**src/rtl/reg_port_scheduler_pkg.sv**
```systemverilog
// Shared types and widths for the register-port scheduler slice.
// Holds the debug FSM state encoding and the write-request bundle
// that the three write-port requesters are muxed through.
package reg_port_scheduler_pkg;

    localparam int REG_ADDR_W = 5;
    localparam int XLEN       = 32;

    typedef enum logic [1:0] {
        D_IDLE   = 2'd0,
        D_ACCESS = 2'd1,
        D_ACK    = 2'd2
    } dbg_state_e;

    typedef struct packed {
        logic                  wen;
        logic [REG_ADDR_W-1:0] waddr;
        logic [XLEN-1:0]       wdata;
    } wr_req_t;

endpackage : reg_port_scheduler_pkg

```
**src/rtl/reg_port_scheduler_scoreboard.sv**
```systemverilog
// reg_scoreboard: busy bits for registers with an outstanding MDU result
// plus the decode-stage hazard compare. Only instantiated when the
// REG_SCOREBOARD_EN build option is defined.
// x0 has no busy bit; a register whose MDU result is being written this
// cycle is treated as free because the register file forwards the write.
module reg_scoreboard
    import reg_port_scheduler_pkg::*;
(
    input  logic                  clk,
    input  logic                  rst_n,
    input  logic                  i_set_en,
    input  logic [REG_ADDR_W-1:0] i_set_addr,
    input  logic                  i_clr_en,
    input  logic [REG_ADDR_W-1:0] i_clr_addr,
    input  logic [REG_ADDR_W-1:0] i_rs1,
    input  logic                  i_rs1_used,
    input  logic [REG_ADDR_W-1:0] i_rs2,
    input  logic                  i_rs2_used,
    input  logic [REG_ADDR_W-1:0] i_rd,
    input  logic                  i_rd_wen,
    output logic                  o_hazard_stall
);

    logic [31:1] r_busy;
    logic [31:1] w_set_vec;
    logic [31:1] w_clr_vec;
    logic [31:0] w_busy_eff;

    // Decode the set/clear addresses into one-hot vectors (bit 0 dropped).
    // NOTE: every always_comb output gets a default before any condition so no latch is inferred.
    always_comb begin
        w_set_vec = '0;
        w_clr_vec = '0;
        for (int i = 1; i < 32; i++) begin
            w_set_vec[i] = i_set_en && (i_set_addr == REG_ADDR_W'(i));
            w_clr_vec[i] = i_clr_en && (i_clr_addr == REG_ADDR_W'(i));
        end
    end

    // Busy bits: clear on the granted MDU write, set on issue; set wins on a tie.
    // NOTE: busy bits are ordinary flops, not a RAM, so they are reset and a reset empties the scoreboard.
    always_ff @(posedge clk or negedge rst_n) begin
        if (!rst_n) begin
            r_busy <= '0;
        end else begin
            r_busy <= (r_busy & ~w_clr_vec) | w_set_vec;
        end
    end

    // Registers being written this cycle are not busy; x0 is never busy.
    assign w_busy_eff = {r_busy & ~w_clr_vec, 1'b0};

    assign o_hazard_stall = (i_rs1_used && w_busy_eff[i_rs1]) ||
                            (i_rs2_used && w_busy_eff[i_rs2]) ||
                            (i_rd_wen   && w_busy_eff[i_rd]);

endmodule : reg_scoreboard

```
**src/rtl/reg_port_scheduler.sv**
```systemverilog
// reg_port_scheduler: arbitrates the integer register file write port and
// read port 1 among pipeline writeback, the MDU and the debug module.
// Write priority is WB > MDU > debug. A starvation counter raises
// starve_stall when the MDU has waited STARVE_MAX cycles so the core
// freezes and lets the MDU in.
// Build option: define REG_SCOREBOARD_EN to add the MDU busy-bit
// scoreboard and hazard_stall; otherwise hazard_stall is tied low.
module reg_port_scheduler
    import reg_port_scheduler_pkg::*;
#(
    parameter int STARVE_MAX = 4
) (
    input  logic        clk,
    input  logic        rst_n,
    input  logic        core_stall_n,
    input  logic        wb_wen,
    input  logic [4:0]  wb_waddr,
    input  logic [31:0] wb_wdata,
    input  logic        mdu_valid,
    input  logic [4:0]  mdu_waddr,
    input  logic [31:0] mdu_wdata,
    output logic        mdu_ready,
    input  logic        mdu_issue,
    input  logic [4:0]  mdu_issue_rd,
    input  logic [4:0]  id_rs1,
    input  logic [4:0]  id_rs2,
    input  logic [4:0]  id_rd,
    input  logic        id_rs1_used,
    input  logic        id_rs2_used,
    input  logic        id_rd_wen,
    output logic        hazard_stall,
    output logic        starve_stall,
    input  logic        dbg_halted,
    input  logic        dbg_req,
    input  logic        dbg_we,
    input  logic [4:0]  dbg_addr,
    input  logic [31:0] dbg_wdata,
    output logic        dbg_ack,
    output logic [31:0] dbg_rdata,
    output logic        rf_wen,
    output logic [4:0]  rf_waddr,
    output logic [31:0] rf_wdata,
    output logic [4:0]  rf_raddr1,
    input  logic [31:0] rf_rdata1
);

    localparam logic [3:0] STARVE_CNT = 4'(STARVE_MAX);

    dbg_state_e  r_dbg_state;
    logic        r_dbg_ack;
    logic [31:0] r_dbg_rdata;
    logic [3:0]  r_starve_cnt;

    logic        w_wb_grant;
    logic        w_mdu_grant;
    logic        w_dbg_active;
    logic        w_dbg_grant;
    wr_req_t     w_wr;

    // Fixed-priority write grant and write-port mux.
    always_comb begin
        w_wb_grant   = wb_wen && core_stall_n;
        w_mdu_grant  = !w_wb_grant && mdu_valid;
        w_dbg_active = (r_dbg_state == D_ACCESS) && dbg_req;
        w_dbg_grant  = !w_wb_grant && !mdu_valid && w_dbg_active && dbg_we;
        w_wr         = '0;
        if (w_wb_grant) begin
            w_wr = '{wen: 1'b1, waddr: wb_waddr, wdata: wb_wdata};
        end else if (w_mdu_grant) begin
            w_wr = '{wen: 1'b1, waddr: mdu_waddr, wdata: mdu_wdata};
        end else if (w_dbg_grant) begin
            w_wr = '{wen: 1'b1, waddr: dbg_addr, wdata: dbg_wdata};
        end
    end

    assign rf_wen    = w_wr.wen;
    assign rf_waddr  = w_wr.waddr;
    assign rf_wdata  = w_wr.wdata;
    assign mdu_ready = w_mdu_grant;
    assign rf_raddr1 = (r_dbg_state == D_ACCESS) ? dbg_addr : id_rs1;

    // Count consecutive MDU wait cycles; saturate so a core that ignores the stall cannot wrap it.
    // NOTE: sequential state uses non-blocking assignments so every flop samples pre-edge values.
    always_ff @(posedge clk or negedge rst_n) begin
        if (!rst_n) begin
            r_starve_cnt <= '0;
        end else if (mdu_valid && !w_mdu_grant) begin
            if (r_starve_cnt != 4'hF) begin
                r_starve_cnt <= r_starve_cnt + 4'd1;
            end
        end else begin
            r_starve_cnt <= '0;
        end
    end

    // Decoded straight from the counter flops, so it cannot glitch on input activity.
    assign starve_stall = (r_starve_cnt == STARVE_CNT);

    // Debug access FSM with registered ack and read data.
    // The access holds while any higher-priority writer owns the port so a debug write is never lost.
    always_ff @(posedge clk or negedge rst_n) begin
        if (!rst_n) begin
            r_dbg_state <= D_IDLE;
            r_dbg_ack   <= 1'b0;
            r_dbg_rdata <= '0;
        end else begin
            case (r_dbg_state)
                D_IDLE: begin
                    if (dbg_req && dbg_halted && !r_dbg_ack) begin
                        r_dbg_state <= D_ACCESS;
                    end
                end
                D_ACCESS: begin
                    if (!dbg_req) begin
                        r_dbg_state <= D_IDLE;
                    end else if (!(mdu_valid || w_wb_grant)) begin
                        if (!dbg_we) begin
                            r_dbg_rdata <= rf_rdata1;
                        end
                        r_dbg_ack   <= 1'b1;
                        r_dbg_state <= D_ACK;
                    end
                end
                D_ACK: begin
                    if (!dbg_req) begin
                        r_dbg_ack   <= 1'b0;
                        r_dbg_state <= D_IDLE;
                    end
                end
                default: begin
                    r_dbg_ack   <= 1'b0;
                    r_dbg_state <= D_IDLE;
                end
            endcase
        end
    end

    assign dbg_ack   = r_dbg_ack;
    assign dbg_rdata = r_dbg_rdata;

`ifdef REG_SCOREBOARD_EN
    reg_scoreboard u_scoreboard (
        .clk            (clk),
        .rst_n          (rst_n),
        .i_set_en       (mdu_issue && core_stall_n),
        .i_set_addr     (mdu_issue_rd),
        .i_clr_en       (w_mdu_grant),
        .i_clr_addr     (mdu_waddr),
        .i_rs1          (id_rs1),
        .i_rs1_used     (id_rs1_used),
        .i_rs2          (id_rs2),
        .i_rs2_used     (id_rs2_used),
        .i_rd           (id_rd),
        .i_rd_wen       (id_rd_wen),
        .o_hazard_stall (hazard_stall)
    );
`else
    // Without a scoreboard the pipeline interlocks on mdu_ready itself.
    logic w_unused_sb;
    assign w_unused_sb  = ^{mdu_issue, mdu_issue_rd, id_rs2, id_rd,
                            id_rs1_used, id_rs2_used, id_rd_wen};
    assign hazard_stall = 1'b0;
`endif

endmodule : reg_port_scheduler

```
**config.mk**
```make
export PLATFORM = sky130hd
export DESIGN_NAME = reg_port_scheduler
export DESIGN_NICKNAME = d
export VERILOG_FILES = /design/src/rtl/reg_port_scheduler_pkg.sv /design/src/rtl/reg_port_scheduler_scoreboard.sv /design/src/rtl/reg_port_scheduler.sv
export SDC_FILE = /design/constraint.sdc
export NUM_CORES = 1
export LEC_CHECK = 0
export BUFFER_PORTS_ARGS = -buffer_cell sky130_fd_sc_hd__buf_2
export CORE_ASPECT_RATIO = 0.6
export CORE_MARGIN = 3
export CORE_UTILIZATION = 32
export DETAILED_ROUTE_END_ITERATION = 7
export PLACE_DENSITY = 0.77
export SETUP_SLACK_MARGIN = 0.02
export SLEW_MARGIN = 20
export SYNTH_ARGS = -nofsm -noshare
export SYNTH_HDL_FRONTEND = slang
export SYNTH_SLANG_ARGS = --single-unit
```
**constraint.sdc**
```tcl
create_clock -name clk -period 1.88 [get_ports clk]
set_clock_uncertainty 0.05 [all_clocks]
set_input_delay 0.282 -clock clk [delete_from_list [all_inputs] [get_ports clk]]
set_output_delay 0.282 -clock clk [all_outputs]
set_load 0.01 [all_outputs]
```
==> flow_summary.json, run 1 <==
{
  "synth_top_family_by_area": "multiplexers",
  "synth_top_area_share": 0.392,
  "critical-path-top-delay-family": "buffers and inverters",
  "first_pass_iters": 5,
  "setup_ws_ns": -0.0310,
  "status": "complete, but fails checks",
  "grt_pass1_vias": 2535,
  "numPortBuffers": 233,
  "synth_area_um2": 2490,
  "rsz0062_at_grt": "yes",
  "grt_overflow": 0,
  "critPathLaunchType": "flip-flop",
  "clockBufferDepth": 2,
  "cts_made_buffers": 5,
  "postSynthCellCount": 210,
  "dp_hpwl_mm": 7.03,
  "initial_core_util": 0.336,
  "synth-compound-area-share": 0.165,
  "hold_depth": 2,
  "yosys_warnings": 0,
  "gp_congestion": 0.750,
  "ios": 254,
  "syn_nets": 387,
  "ys.flop_type": "dfrtp_1",
  "yosysTopAreaCell": "dfrtp_1",
  "ys_ff_latch": 39,
  "hold_path.class": "input pin to flip-flop",
  "crit_fanout": 8,
  "pre_cts_slack_ns": 0.0322,
  "core_region_area_um2": 7420,
  "final-setup-viol-count": 37,
  "cellLeakagePower_uw": 0.00242,
  "synth-xor-area-share": 0.00351,
  "dieWidth_um": 120,
  "maxCapViolations": 0,
  "grt_max_degree": 40,
  "fillers": 690,
  "num_antenna_cells": 0,
  "rows": 24,
  "post_synth_num_cell_types": 32,
  "cpPeakStageDelay_ns": 0.41,
  "p_per_area_nw_per_um2": 979,
  "seq_area_um2": 976,
  "placed_cell_area_um2": 3760,
  "worst_pin_slew_ns": 0.584,
  "track_usage": 0.183,
  "grt_pass1_wl_mm": 13.0,
  "relSlewSlack": 0.610,
  "fin_cells": 550,
  "dpl.cell_count": 534,
  "ys_seq_area_frac": 0.392,
  "final_area_um2": 4060,
  "drv_slew": 0,
  "async_reset_ff_frac": 1.00,
  "grt_antenna_before_repair": 0,
  "clk_pin_slew_ns": 0.06,
  "synth-simple-area-share": 0.146,
  "failed_checks": "setup timing",
  "min_period_ns": 1.91,
  "path_buf_inv": 3,
  "yosys-top-cells-count": "dfrtp_1, a221o_1, and3_1",
  "synth-edff-count": 0,
  "post_drt_via_cell_ratio": 4.93,
  "synth.most_common_cell": "dfrtp_1",
  "htree_levels": 2,
  "clockRootBuffer": "clkbuf_16",
  "ant_nets": 0,
  "cp-end-kind": "primary output",
  "crit_cells": 6,
  "drt-initial-drc-count": 139,
  "postLayoutCoreUtil": 0.547,
  "die_h_um": 74.4,
  "reg2reg_depth": 6,
  "slowest_stage": "dfrtp_1",
  "wl_mm": 9.03,
  "cp_cell_sequence": "nand2b_4 -> nor3_4 -> buf_6 -> buf_12 -> a221o_1 -> buf_2",
  "clkLatencyLatePin_ns": 0.28,
  "path_class": "flip-flop to primary output",
  "dr_total_vias": 2712,
  "arrival_ns": 1.58,
  "drc": 0,
  "yosys.area_share.adder": 0.0100,
  "synthMuxAreaShare": 0.216,
  "fin_crit_sh": 1.02,
  "cts_tree": "yes",
  "syn2layout_area_growth_pct": 62.9,
  "final_hold_viol_count": 0,
  "synth.avg_cell_area_um2": 11.9,
  "cp.required_ns": 1.55,
  "fin_nets": 622,
  "fmax_ghz": 0.523,
  "multi_input_area_um2": 1370,
  "clock-sinks": 39,
  "final.setup.tns_ns": -0.632,
  "wl_per_cell_um": 16.4,
  "dieArea_um2": 8920,
  "ys_top_cells_by_area": "dfrtp_1, mux2_4, a221o_1, and3_1, mux2_2",
  "drive_above_1_share": 0.670,
  "ir_drop_mv": 0.748
}
==> cells by family after synthesis <==
kind of cell,count (synthesis)
muxes,38
AOI/OAI and AO/OA,43
adders and majority gates,2
buffers and inverters,25
DFF,39
other,1
and+or+nand+nor,61
xor gates and xnor gates,1
==> cell type report <==
| cell class | instances | area share |
|---|---|---|
| Inverter | 3 | 0.00277 |
| Clock buffer | 5 | 0.0308 |
| Clock inverter | 3 | 0.0166 |
| Tap cell | 104 | 0.0320 |
| Timing Repair Buffer | 250 | 0.340 |
| Multi-Input combinational cell | 146 | 0.337 |
| Sequential cell | 39 | 0.240 |
==> metal layers <==
metal	vias to the layer above	GRT usage	part of all wire
met5	-	0	0
met4	0	0.0305	0.0016
met3	2	0.0388	0.053
met2	99	0.301	0.50
met1	1326	0.255	0.44
li1	1285	-	-
==> repair_timing <==
item | 4_1_cts | 5_1_grt
hold buffers | 1 | 0
buffers inserted | 6 | 0
hold endpoints to repair | 24 | 0
resized for setup | 8 | 0
pin swaps | 1 | 3
endpoints found under the setup margin | 43 | 71
cloned | 2 | 0
==> metrics by stage <==
| stage | total power (uW) | hold slack [ns] |
|---|---|---|
| global placement | 2810 | 0.257 |
| CTS | 4030 | 0.168 |
| detailed placement | 2860 | 0.264 |
| global route | 4200 | 0.163 |
| finish | 3980 | 0.175 |
| floorplan | 2180 | -0.0636 |
==> state kept, by name (all words and copies together) (netlist names) <==
name and count:
dbg_ack 1, dbg_rdata 32, r_dbg_state 2, r_starve_cnt 4
==> placed cells by master, fill, tap and decap left out, types with 4 or more instances in the layout <==
cell type and n:
mux2_2 7, buf_4 9, mux2_4 30, clkbuf_16 5
buf_12 4, and3_1 37, a221o_1 37, nand2_1 4
nor2_1 5, buf_2 232, dfrtp_1 39
==> worst paths after layout <==
| path | startpoint | end | slack (ns) |
|---|---|---|---|
| setup / recovery | r_dbg_state[0] | rf_wdata[29] | -0.03 |
| hold reg to reg | dbg_rdata[0] | dbg_rdata[0] | 0.46 |
| setup reg to reg | r_dbg_state[1] | dbg_rdata[22] | -0.03 |
| hold / removal | rf_rdata1[4] | dbg_rdata[4] | 0.17 |
| max in group asynchronous | rst_n | r_dbg_state[1] | 0.76 |
| min in group asynchronous | rst_n | dbg_rdata[31] | 0.49 |
==> report_power, final <==
group          internal [uW]  total (uW)  switching, uW
clock network            760        1090            334
logic                    910        1540            625
registers               1160        1350            188
total                   2830        3980           1150
No activity file was read; power rests on OpenSTA's default activity.
==> run 2, diff against run 1 <==
--- a/config.mk
+++ b/config.mk
@@ -6,11 +6,10 @@
 export NUM_CORES = 1
 export LEC_CHECK = 0
 export BUFFER_PORTS_ARGS = -buffer_cell sky130_fd_sc_hd__buf_2
-export CORE_ASPECT_RATIO = 0.6
-export CORE_MARGIN = 3
-export CORE_UTILIZATION = 32
+export CORE_AREA = 3 3 98 100
 export DETAILED_ROUTE_END_ITERATION = 7
-export PLACE_DENSITY = 0.77
+export DIE_AREA = 0 0 101 103
+export PLACE_DENSITY = 0.68
 export SETUP_SLACK_MARGIN = 0.02
 export SLEW_MARGIN = 20
 export SYNTH_ARGS = -nofsm -noshare
==> run 2 against run 1 <==
  * Critical path depth down 1
  * Clock-buffer cell count up 1
  * Highest routed layer unchanged
  * Final cell count up 0.36%
  * Clock power down 26%
  * The run now ends clean
  * Worst hold slack worse by 0.0011 ns
==> flow_summary.json, run 2 (synthesis results as in run 1) <==
{
  "cp_cell_sequence": "nand2b_4 -> nor3_4 -> buf_6 -> a221o_1 -> buf_2",
  "wl_per_cell_um": 16.1,
  "status": "finished, final reports clean",
  "clkLatencyLatePin_ns": 0.28,
  "final_hold_viol_count": 0,
  "cts_tree": "yes",
  "dpl.cell_count": 537,
  "track_usage": 0.154,
  "cellLeakagePower_uw": 0.00240,
  "dp_hpwl_mm": 7.12,
  "ir_drop_mv": 0.376,
  "cts_made_buffers": 5,
  "arrival_ns": 1.53,
  "slowest_stage": "dfrtp_1",
  "clockRootBuffer": "clkbuf_8",
  "clock-sinks": 39,
  "crit_fanout": 19,
  "dr_total_vias": 2700,
  "cpPeakStageDelay_ns": 0.39,
  "rsz0062_at_grt": "yes",
  "fillers": 843,
  "drt-initial-drc-count": 83,
  "drv_slew": 0,
  "min_period_ns": 1.87,
  "p_sw_uw": 1080,
  "fin_crit_sh": 0.992,
  "internal-power_uw": 2620,
  "grt_pass1_wl_mm": 12.9,
  "wl_mm": 8.90,
  "path_class": "flip-flop to primary output",
  "dieWidth_um": 101,
  "cp.required_ns": 1.55,
  "seqPwrFrac": 0.360,
  "gp_congestion": 0.896,
  "dieArea_um2": 10400,
  "first_pass_iters": 4,
  "ios": 254,
  "largest_reg_flops": 32,
  "setup_ws_ns": 0.0145,
  "ant_nets": 0,
  "final.setup.tns_ns": 0,
  "clk_pin_slew_ns": 0.07,
  "hold_path.class": "input pin to flip-flop",
  "grt_overflow": 0,
  "clockBufferDepth": 2,
  "fin_nets": 620,
  "pre_cts_slack_ns": 0.0285,
  "numPortBuffers": 233,
  "final-setup-viol-count": 0,
  "grt_max_degree": 40,
  "num_antenna_cells": 0,
  "postLayoutCoreUtil": 0.456,
  "p_per_area_nw_per_um2": 925,
  "final_common_cell": "buf_2",
  "whs_ns": 0.174,
  "die_h_um": 103,
  "fin_cells": 552,
  "maxCapViolations": 0,
  "pwr-share-comb": 0.421,
  "syn2layout_area_growth_pct": 60.5,
  "switching_share": 0.293,
  "critPathLaunchType": "flip-flop",
  "power_frac_clock": 0.219,
  "drive_above_1_share": 0.667,
  "grt_antenna_before_repair": 0,
  "cp-end-kind": "primary output",
  "initial_core_util": 0.284,
  "grt_pass1_vias": 2626,
  "core_region_area_um2": 8760,
  "drc": 0,
  "rows": 34,
  "final_cell_mix": "buf_2, dfrtp_1, and3_1, a221o_1, mux2_4",
  "post_drt_via_cell_ratio": 4.89,
  "fmax_ghz": 0.536,
  "htree_levels": 2
}
run 2: cell count changes in the layout (fill, tap and decap cells not counted):
| cell | previous run | this run |
|---|---|---|
| mux2_4 | 30 | 31 |
| clkbuf_8 | 0 | 5 |
| clkbuf_1 | 0 | 1 |
| buf_2 | 232 | 225 |
| buf_6 | 3 | 10 |
| clkinvlp_4 | 1 | 0 |
| buf_8 | 0 | 1 |
| buf_16 | 1 | 0 |
| mux2_2 | 7 | 6 |
| clkbuf_16 | 5 | 0 |
| buf_12 | 4 | 2 |
run 2: repair_timing:
| item | 4_1_cts | 5_1_grt |
|---|---|---|
| hold buffers | 1 | 0 |
| gates resized for setup | 7 | 10 |
| cloned | 1 | 0 |
| setup buffers | 5 | 2 |
| endpoints found under the setup margin | 38 | 56 |
| endpoints found under the hold margin | 11 | 0 |
| pin swaps | 1 | 2 |
run 2: layer usage:
metal	routed length (um)	up-vias	global-route usage
li1	-	1279	-
met3	956	12	0.0507
met4	166	0	0.0481
met2	4450	150	0.271
met5	0	-	0
met1	3330	1259	0.178
run 2: critical path: cells and delay by family, from the launching register on:
family / cells / cell delay [ns]
flops: 1 / 0.39
buf+inv: 2 / 0.36
simple gates: 2 / 0.33
compound gates: 1 / 0.16
run 2: power groups by stage:
stage | clock (uW) | sequential (uW) | combinational (uW)
6_report | 810 | 1330 | 1560
4_1_cts | 838 | 1330 | 1550
3_5_place_dp | 0 | 1350 | 1500
2_1_floorplan | 0 | 1490 | 690
5_1_grt | 872 | 1370 | 1690
3_3_place_gp | 0 | 1330 | 1480
run 2: final timing paths:
check | startpoint | end | slack (ns) | cells after the start
max in group asynchronous | rst_n | r_starve_cnt[3] | 0.91 | 3
min reg2reg | dbg_rdata[24] | dbg_rdata[24] | 0.45 | 1
min | rf_rdata1[2] | dbg_rdata[2] | 0.17 | 2
max | r_dbg_state[1] | rf_wdata[28] | 0.01 | 5
min in group asynchronous | rst_n | dbg_rdata[1] | 0.54 | 3
max reg2reg | r_dbg_state[1] | dbg_rdata[8] | 0.05 | 5
run 2: layout make-up:
type	instances	area, um^2	share of cell area
clock inverters	2	60.1	0.0150
multi-input cells	146	1370	0.343
inverters	3	11.3	0.00282
repair buffers	248	1370	0.343
well taps	108	135	0.0338
flip-flops and latches	39	976	0.244
clock buffers	6	72.6	0.0181
run 2: metrics by stage:
step	total power, uW	cell area (um^2)
CTS	3730	3990
finish	3700	4000
floorplan	2180	2490
global placement	2810	3740
detailed placement	2850	3740
global route	3930	4000
==> run 3, diff against run 2 <==
--- a/config.mk
+++ b/config.mk
@@ -5,11 +5,13 @@
 export SDC_FILE = /design/constraint.sdc
 export NUM_CORES = 1
 export LEC_CHECK = 0
+export ABC_AREA = 1
 export BUFFER_PORTS_ARGS = -buffer_cell sky130_fd_sc_hd__buf_2
-export CORE_AREA = 3 3 98 100
+export CORE_ASPECT_RATIO = 0.9
+export CORE_MARGIN = 3
+export CORE_UTILIZATION = 35
 export DETAILED_ROUTE_END_ITERATION = 7
-export DIE_AREA = 0 0 101 103
-export PLACE_DENSITY = 0.68
+export PLACE_DENSITY = 0.78
 export SETUP_SLACK_MARGIN = 0.02
 export SLEW_MARGIN = 20
 export SYNTH_ARGS = -nofsm -noshare
==> run 3 against run 2 <==
  * The run now ends with setup timing left
  * Sequential power is 5% higher
  * First-iteration DRC count is 48% higher
  * Combinational power is 17% higher
  * Via count is 35% higher
  * Worst hold slack worse by 0.040 ns
  * Non-clock buffer count is 3 higher
  * Critical path type unchanged
==> flow_summary.json, run 3 <==
{
  "ys.flop_type": "dfrtp_1",
  "grt_antenna_before_repair": 2,
  "postSynthCellCount": 452,
  "wl_mm": 10.2,
  "fin_crit_sh": 1.02,
  "htree_levels": 2,
  "setup_ws_ns": -0.0336,
  "synth.avg_cell_area_um2": 6.36,
  "hold_path.class": "input pin to flip-flop",
  "path_class": "flip-flop to primary output",
  "grt_max_degree": 39,
  "ys_ff_latch": 39,
  "final_hold_viol_count": 0,
  "numPortBuffers": 233,
  "arrival_ns": 1.58,
  "dr_total_vias": 3642,
  "drt-initial-drc-count": 123,
  "crit_fanout": 9,
  "drv_slew": 0,
  "cellLeakagePower_uw": 0.00272,
  "critPathLaunchType": "flip-flop",
  "wl_per_cell_um": 13.1,
  "final.setup.tns_ns": -0.0477,
  "yosys_warnings": 0,
  "placed_cell_area_um2": 4130,
  "cts_made_buffers": 5,
  "clock-sinks": 39,
  "ir_drop_mv": 0.914,
  "post_synth_num_cell_types": 24,
  "die_h_um": 92.0,
  "gp_congestion": 0.956,
  "final_cell_mix": "nand2_1, buf_2, inv_1",
  "cp-end-kind": "primary output",
  "cp.required_ns": 1.55,
  "failed_checks": "setup timing",
  "fin_nets": 861,
  "maxCapViolations": 0,
  "drc": 0,
  "clkLatencyLatePin_ns": 0.29,
  "dp_hpwl_mm": 7.79,
  "synth.most_common_cell": "nand2_1",
  "ys_top_cells_by_area": "dfrtp_1, nand2_1, nand3_2, inv_1, nand3_1",
  "dieArea_um2": 9340,
  "ios": 254,
  "first_pass_iters": 5,
  "yosys-top-cells-count": "nand2_1, inv_1, dfrtp_1",
  "min_period_ns": 1.91,
  "fmax_ghz": 0.523,
  "fin_cells": 783,
  "synth_top_area_share": 0.339,
  "rsz0062_at_grt": "yes",
  "final-setup-viol-count": 6,
  "ant_nets": 0,
  "yosysTopAreaCell": "dfrtp_1",
  "initial_core_util": 0.370,
  "syn2layout_area_growth_pct": 52.7,
  "pre_cts_slack_ns": 0.200,
  "dieWidth_um": 102,
  "postLayoutCoreUtil": 0.565,
  "largest_reg_flops": 32,
  "clockBufferDepth": 2,
  "synth_area_um2": 2880,
  "clockRootBuffer": "clkbuf_8",
  "grt_overflow": 0,
  "p_per_area_nw_per_um2": 918,
  "drive_above_1_share": 0.418,
  "final_common_cell": "nand2_1",
  "cts_tree": "yes",
  "dpl.cell_count": 764,
  "grt_pass1_vias": 3390,
  "track_usage": 0.205,
  "grt_pass1_wl_mm": 15.6,
  "rows": 30,
  "core_region_area_um2": 7770,
  "clk_pin_slew_ns": 0.08,
  "status": "complete, but fails checks",
  "final_area_um2": 4390,
  "async_reset_ff_frac": 1.00,
  "ys_seq_area_frac": 0.339,
  "synth-edff-count": 0,
  "syn_nets": 629,
  "post_drt_via_cell_ratio": 4.65
}
-- run 3: cell types whose count changed in the layout (fill, tap and decap cells not counted), moves of 24 or more --
cell | before | now
mux2_4 | 31 | 0
a221o_1 | 37 | 0
inv_1 | 3 | 47
nand3_1 | 2 | 26
nand2_1 | 4 | 237
and3_1 | 37 | 0
-- run 3: worst max-delay path: stages (launching register included) --
cell and delay, ns:
dfrtp_1 0.40, inv_4 0.07, nand3_4 0.07, nor2_4 0.18, clkbuf_16 0.17, buf_12 0.12, nand3_2 0.06, nand2_1 0.08
buf_2 0.13
-- run 3: layout make-up --
class | count | area [um^2]
Timing Repair Buffer | 251 | 1430
Clock inverter | 2 | 60.1
Antenna cell | 2 | 5.00
Sequential cell | 39 | 977
Multi-Input combinational cell | 338 | 1540
Fill cell | 739 | 3380
Inverter | 49 | 186
Tap cell | 96 | 120
Clock buffer | 6 | 72.6
-- run 3: worst paths after layout --
kind / startpoint / to / slack, ns / cells past startpoint
worst max-delay path: r_dbg_state[1] / rf_wdata[25] / -0.03 / 8
worst min-delay path: rf_rdata1[16] / dbg_rdata[16] / 0.13 / 3
worst max register to register: r_dbg_state[1] / r_dbg_state[1] / 0.34 / 9
worst min register to register: dbg_rdata[23] / dbg_rdata[23] / 0.43 / 2
max in group asynchronous: rst_n / r_dbg_state[0] / 0.87 / 3
min in group asynchronous: rst_n / dbg_rdata[16] / 0.43 / 2
-- run 3: power breakdown --
group          switching, uW  total, uW  internal [uW]
combinational           1050       1820            774
clock                    287        817            530
sequential               185       1400           1210
total                   1520       4030           2520
-- run 3: metal layers --
metal  global-route usage  vias to the layer above  part of all wire
met1                0.238                     1602              0.38
met4               0.0576                        0             0.018
met5                    0                        -                 0
met2                0.377                      186              0.50
li1                     -                     1836                 -
met3               0.0411                       18             0.095
-- run 3: timing repair --
item	4_1_cts	5_1_grt
pin swaps	3	7
cloned	1	0
resized for setup	5	5
hold endpoints to repair	19	0
hold buffers	1	0
setup buffers	7	1
setup endpoints to repair	37	38
-- run 3: kinds of logic (layout without fill, tap and decap cells) --
group | count (synthesis) | count (layout) | share of synthesized area
compound gates | 38 | 38 | 0.0670
xor+xnor | 1 | 1 | 0.00305
fa+ha+maj | 2 | 2 | 0.00870
buf+inv | 75 | 308 | 0.126
flops | 39 | 39 | 0.339
other cells | 1 | 3 | 0.00130
simple gates | 296 | 296 | 0.455
-- run 3: per-stage QoR --
stage	hold slack (ns)	power, uW
final	0.134	4030
after global routing	0.135	4350
after CTS	0.125	4060
after detailed placement	0.219	3150
after global placement	0.207	3090
after floorplan	-0.0636	2320
